File: config.mk
export PLATFORM = sky130hd
export DESIGN_NAME = mem_wb_stage
export DESIGN_NICKNAME = d
export VERILOG_FILES = /design/src/rtl/mem_wb_stage.sv
export SDC_FILE = /design/constraint.sdc
export NUM_CORES = 1
export LEC_CHECK = 0
export CAP_MARGIN = 20
export CORE_ASPECT_RATIO = 1.25
export CORE_UTILIZATION = 40
export DETAILED_ROUTE_END_ITERATION = 10
export GPL_TIMING_DRIVEN = 1
export MAX_ROUTING_LAYER = met4
export PLACE_DENSITY = 0.66
export SYNTH_ARGS = -nofsm -noshare
export SYNTH_HDL_FRONTEND = slang
export SYNTH_SLANG_ARGS = --single-unit
export TNS_END_PERCENT = 1
File: constraint.sdc
create_clock -name clk -period 2.44 [get_ports clk]
set_clock_uncertainty 0.1 [all_clocks]
set_input_delay 0.732 -clock clk [delete_from_list [all_inputs] [get_ports clk]]
set_output_delay 0.732 -clock clk [all_outputs]
set_load 0.05 [all_outputs]
File: src/rtl/mem_wb_stage.sv
// MEM/WB pipeline register with write-back source select, $0 write suppression
// and a retired-instruction counter for the debug display path.
module mem_wb_stage #(
  parameter int unsigned DATA_W   = 32,
  parameter int unsigned RETIRE_W = 32,
  parameter bit          SATURATE = 1'b1
) (
  input  logic                clk,
  input  logic                reset,
  input  logic                stall,
  input  logic                flush,
  input  logic                valid_mem,
  input  logic [DATA_W-1:0]   ALUResult_mem,
  input  logic [DATA_W-1:0]   MemDout_mem,
  input  logic [DATA_W-1:0]   PCPlus4_mem,
  input  logic                RegWrite_mem,
  input  logic                MemtoReg_mem,
  input  logic                Jal_mem,
  input  logic [4:0]          WriteReg_mem,
  output logic                valid_wb,
  output logic                RegWrite_wb,
  output logic [4:0]          WriteReg_wb,
  output logic [DATA_W-1:0]   WriteData_wb,
  output logic [RETIRE_W-1:0] retire_count
);

  localparam logic [RETIRE_W-1:0] CNT_MAX = '1;

  typedef struct packed {
    logic              valid;
    logic [DATA_W-1:0] alu_result;
    logic [DATA_W-1:0] mem_dout;
    logic [DATA_W-1:0] pc_plus4;
    logic              reg_write;
    logic              mem_to_reg;
    logic              jal;
    logic [4:0]        write_reg;
  } wb_reg_t;

  wb_reg_t             wb_q;
  logic [RETIRE_W-1:0] retire_q;
  logic                capture;

  assign capture = valid_mem & ~stall & ~flush;

  // Pipeline register: flush squashes only the qualifiers, stall holds everything
  always_ff @(posedge clk or negedge reset) begin
    if (!reset) begin
      wb_q <= '0;
    end else if (flush) begin
      wb_q.valid     <= 1'b0;
      wb_q.reg_write <= 1'b0;
    end else if (!stall) begin
      wb_q.valid      <= valid_mem;
      wb_q.alu_result <= ALUResult_mem;
      wb_q.mem_dout   <= MemDout_mem;
      wb_q.pc_plus4   <= PCPlus4_mem;
      wb_q.reg_write  <= RegWrite_mem;
      wb_q.mem_to_reg <= MemtoReg_mem;
      wb_q.jal        <= Jal_mem;
      wb_q.write_reg  <= WriteReg_mem;
    end
  end

  // One count per real instruction captured into WB
  always_ff @(posedge clk or negedge reset) begin
    if (!reset) begin
      retire_q <= '0;
    end else if (capture) begin
      if (retire_q == CNT_MAX) begin
        retire_q <= SATURATE ? CNT_MAX : '0;
      end else begin
        retire_q <= retire_q + RETIRE_W'(1);
      end
    end
  end

  // Write-back select decoded from registered state only
  always_comb begin
    WriteData_wb = wb_q.alu_result;
    if (wb_q.jal) begin
      WriteData_wb = wb_q.pc_plus4;
    end else if (wb_q.mem_to_reg) begin
      WriteData_wb = wb_q.mem_dout;
    end
  end

  assign valid_wb     = wb_q.valid;
  assign RegWrite_wb  = wb_q.reg_write & wb_q.valid & (wb_q.write_reg != 5'd0);
  assign WriteReg_wb  = wb_q.write_reg;
  assign retire_count = retire_q;

endmodule

==> run summary <==
Number of nets with antenna violations after routing = 0
Setup CP Type = register to output pin
Antenna violations before repair = 0
Via count of the first global-routing pass = 5396
Startpoint of the lowest-slack register-to-register path = retire_count[12]$_DFFE_PN0P_
Placer congestion estimate = 0.8447
Count of maximum capacitance violations = 0
Final standard cell area without fillers = 0.009666 mm2
Cell accounting for the most synthesized area = dfrtp_1
Distinct cells, synth = 39
Final HPWL DP = 12280 um
Peak Freq = 403.7 MHz
R2r endpoint = retire_count[31]$_DFFE_PN0P_
Part of the Yosys area used for sequential elements = 54.44%
Total Die Area = 0.01625 mm2
Area share of the largest cell type after synthesis = 54.44%
Clock latency at the later pin of the worst-skew pair = 0.42 ns
Number of search-and-repair iterations in the first detailed-routing pass = 4
Period utilisation layout = 101.5%
Power per cell area = 822.1 mW/mm2
# port buffers = 179
Synthesized area = 0.006297 mm2
Horiz. Die Dim = 114.2 um
First DRT Iteration DRCs = 212
Post-Synthesis Net Count = 640
Total instance count after detailed placement = 925
Peak supply drop = 507.2 uV
Fin Hold WS = 0.1485 ns
Number of clock sinks = 137
Layout overhead on the synthesized area = 53.49%
Cell area reported after detailed placement = 0.009022 mm2
Count of vias placed by the detailed router = 4942
Worst path arrival time = 1.65 ns
Die height = 142.3 um
Power consumption = 7.946 mW
Wire length per cell after detailed routing = 17.25 um
Outcome = finished with violations
CP max FO = 3
Max Slew Vio Count = 0
TritonCTS clock tree = done
GR Overflow Total = 0
Initial Utilization = 41.42%
Post-route DRC = 0
Final Hold Viols = 0
Register bit count reported by yosys = 137
Number of buffers inserted during clock tree synthesis = 17
Rows = 50
Layout net count = 846
Worst setup slack for register-to-register paths = 0.30 ns
Largest buffer count on any clock path = 2
# fillers = 1244
Reg2Reg Depth = 4
Synth Area per Inst = 11.88 um2
CP Data Required Time = 1.61 ns
Pin count of the biggest net entering global routing = 52
Number of cells produced by synthesis = 530
Crit path setup slack, layout = -0.03740 ns
H-tree depth = 4
Post-CTS Hold Buffers = 0
Tot GR Track Use = 22.20%
Static Leak = 4.198 nW
Post-route insts no fill = 957
Failing checks = negative setup slack
Clock transition time at the flip-flop clock pins of the worst setup and hold paths = 0.06 ns
Hold Crit Class = input port to asynchronous set/reset pin
Global-route wire length before repair = 26680 um
RSZ-0062 raised after global routing = true
Top Ports = 180
Clock period minus worst slack = 2.477 ns
Synth top area cells = dfrtp_1 54%, mux2_2 18%, mux2i_1 5.7%
Drt via density = 5.164
Total of endpoints with negative setup slack in the final report = 2
Worst setup slack after placement = -0.5510 ns
Critical path capture point type = output pin
Clock tree root buffer cell = clkbuf_16
Diodes inserted = 0
Final routed wirelength across all metal layers = 16510 um
Final TNS setup = -0.04996 ns
Headroom to the max-slew limit = 54.97%
Share of post-route cells with drive strength above 1 = 36.32%
Placeable core area = 0.01520 mm2
Yosys warns = 0
Post-layout utilization of the core = 63.58%
Startpoint types = register
Actual transition at the worst max-transition pin = 0.6703 ns
report_power, final:
part	internal (mW)	switching, mW
clock	1.60	0.949
combinational	1.24	1.34
sequential	2.58	0.239
total	5.42	2.53
cells in the final DEF (no fill, tap or decap), drive strengths merged, types with 2 or more instances in the layout:
cell	instances
a41oi	3
and3	4
dlygate4sd2	17
nand4	11
bufinv	2
buf	97
mux2	105
a31oi	4
mux2i	36
nand3	25
and4	3
xnor2	7
or3	9
clkinv	5
nor2	15
or4	6
o21ai	41
dfrtp	137
inv	3
o31ai	4
nand2	50
clkdlybuf4s50	108
nor3	8
nor4	7
a21oi	8
clkbuf	24
registers in the layout, summed over array words and instances, names as in the netlist:
signal	cells
valid_wb	1
retire_count	32
wb_q	99
WriteReg_wb	5
critical path, cell delays in order (launching register included):
cell     delay, ns
dfrtp_1       0.39
or3_1         0.37
o311a_1       0.31
buf_6         0.16
routing by layer:
layer | vias to the layer above | global-route usage [%] | part of all wire (%)
li1 | 2338 | - | -
met1 | 2446 | 23.65 | 38
met2 | 140 | 38.18 | 54
met3 | 18 | 7.198 | 6.2
met4 | 0 | 8.476 | 1.5
met5 | - | - | 0
cell usage after synthesis:
| library cell | instances |
|---|---|
| and2_1 | 1 |
| nand4b_1 | 1 |
| o21ai_1 | 3 |
| nor4_1 | 6 |
| or4_1 | 6 |
| mux2i_1 | 36 |
| and3_1 | 4 |
| nor4_2 | 1 |
| buf_4 | 5 |
| and3b_1 | 1 |
| nor3_2 | 1 |
| nand2_1 | 50 |
| dfrtp_1 | 137 |
| or3b_1 | 1 |
| nand3_1 | 25 |
| ha_1 | 1 |
| and4_1 | 3 |
| buf_1 | 1 |
| xnor2_1 | 7 |
| a41oi_1 | 3 |
| xor2_1 | 1 |
| inv_1 | 3 |
| nor2_1 | 15 |
| clkbuf_1 | 24 |
| mux2_1 | 2 |
| mux2_2 | 103 |
| a31oi_1 | 4 |
| o41ai_1 | 1 |
| nand4_1 | 11 |
| buf_6 | 1 |
| a21oi_1 | 8 |
| or3_1 | 9 |
| o31ai_1 | 4 |
| o311a_1 | 1 |
| nand2b_1 | 1 |
| clkbuf_2 | 1 |
| nor3_1 | 7 |
| buf_2 | 3 |
| o21ai_0 | 38 |
logic make-up after synthesis:
kind of cell | synth area share (%)
simple gates | 11.50
buf+inv | 2.762
fa+ha+maj | 0.1987
xor+xnor | 1.113
compound gates | 5.484
flops | 54.44
mux | 24.50
worst max-delay path by stage:
stage / startpoint / end / cells after the start
after global placement: valid_mem / retire_count[31]$_DFFE_PN0P_ / 5
final: WriteReg_wb[1]$_DFFE_PN0P_ / RegWrite_wb / 3
after detailed placement: valid_mem / retire_count[31]$_DFFE_PN0P_ / 5
after floorplan: wb_q[6]$_DFFE_PN0P_ / WriteData_wb[1] / 3
after CTS: WriteReg_wb[1]$_DFFE_PN0P_ / RegWrite_wb / 3
after global routing: WriteReg_wb[1]$_DFFE_PN0P_ / RegWrite_wb / 3
what timing repair did:
action                                  4_1_cts  5_1_grt
setup buffers                                 0        0
pin swaps                                     0        1
endpoints found under the setup margin       54       37
resized for setup                            29        8
cell type report:
cell class | instances | area (um2) | area share (%)
Inverter | 3 | 11.26 | 0.1165
Multi-Input combinational cell | 355 | 2870 | 29.70
Clock buffer | 24 | 491.7 | 5.087
Clock inverter | 8 | 92.59 | 0.9579
Timing Repair Buffer | 222 | 2506 | 25.93
Tap cell | 208 | 260.3 | 2.693
Sequential cell | 137 | 3433 | 35.52
(Power assumes the default switching activity.)
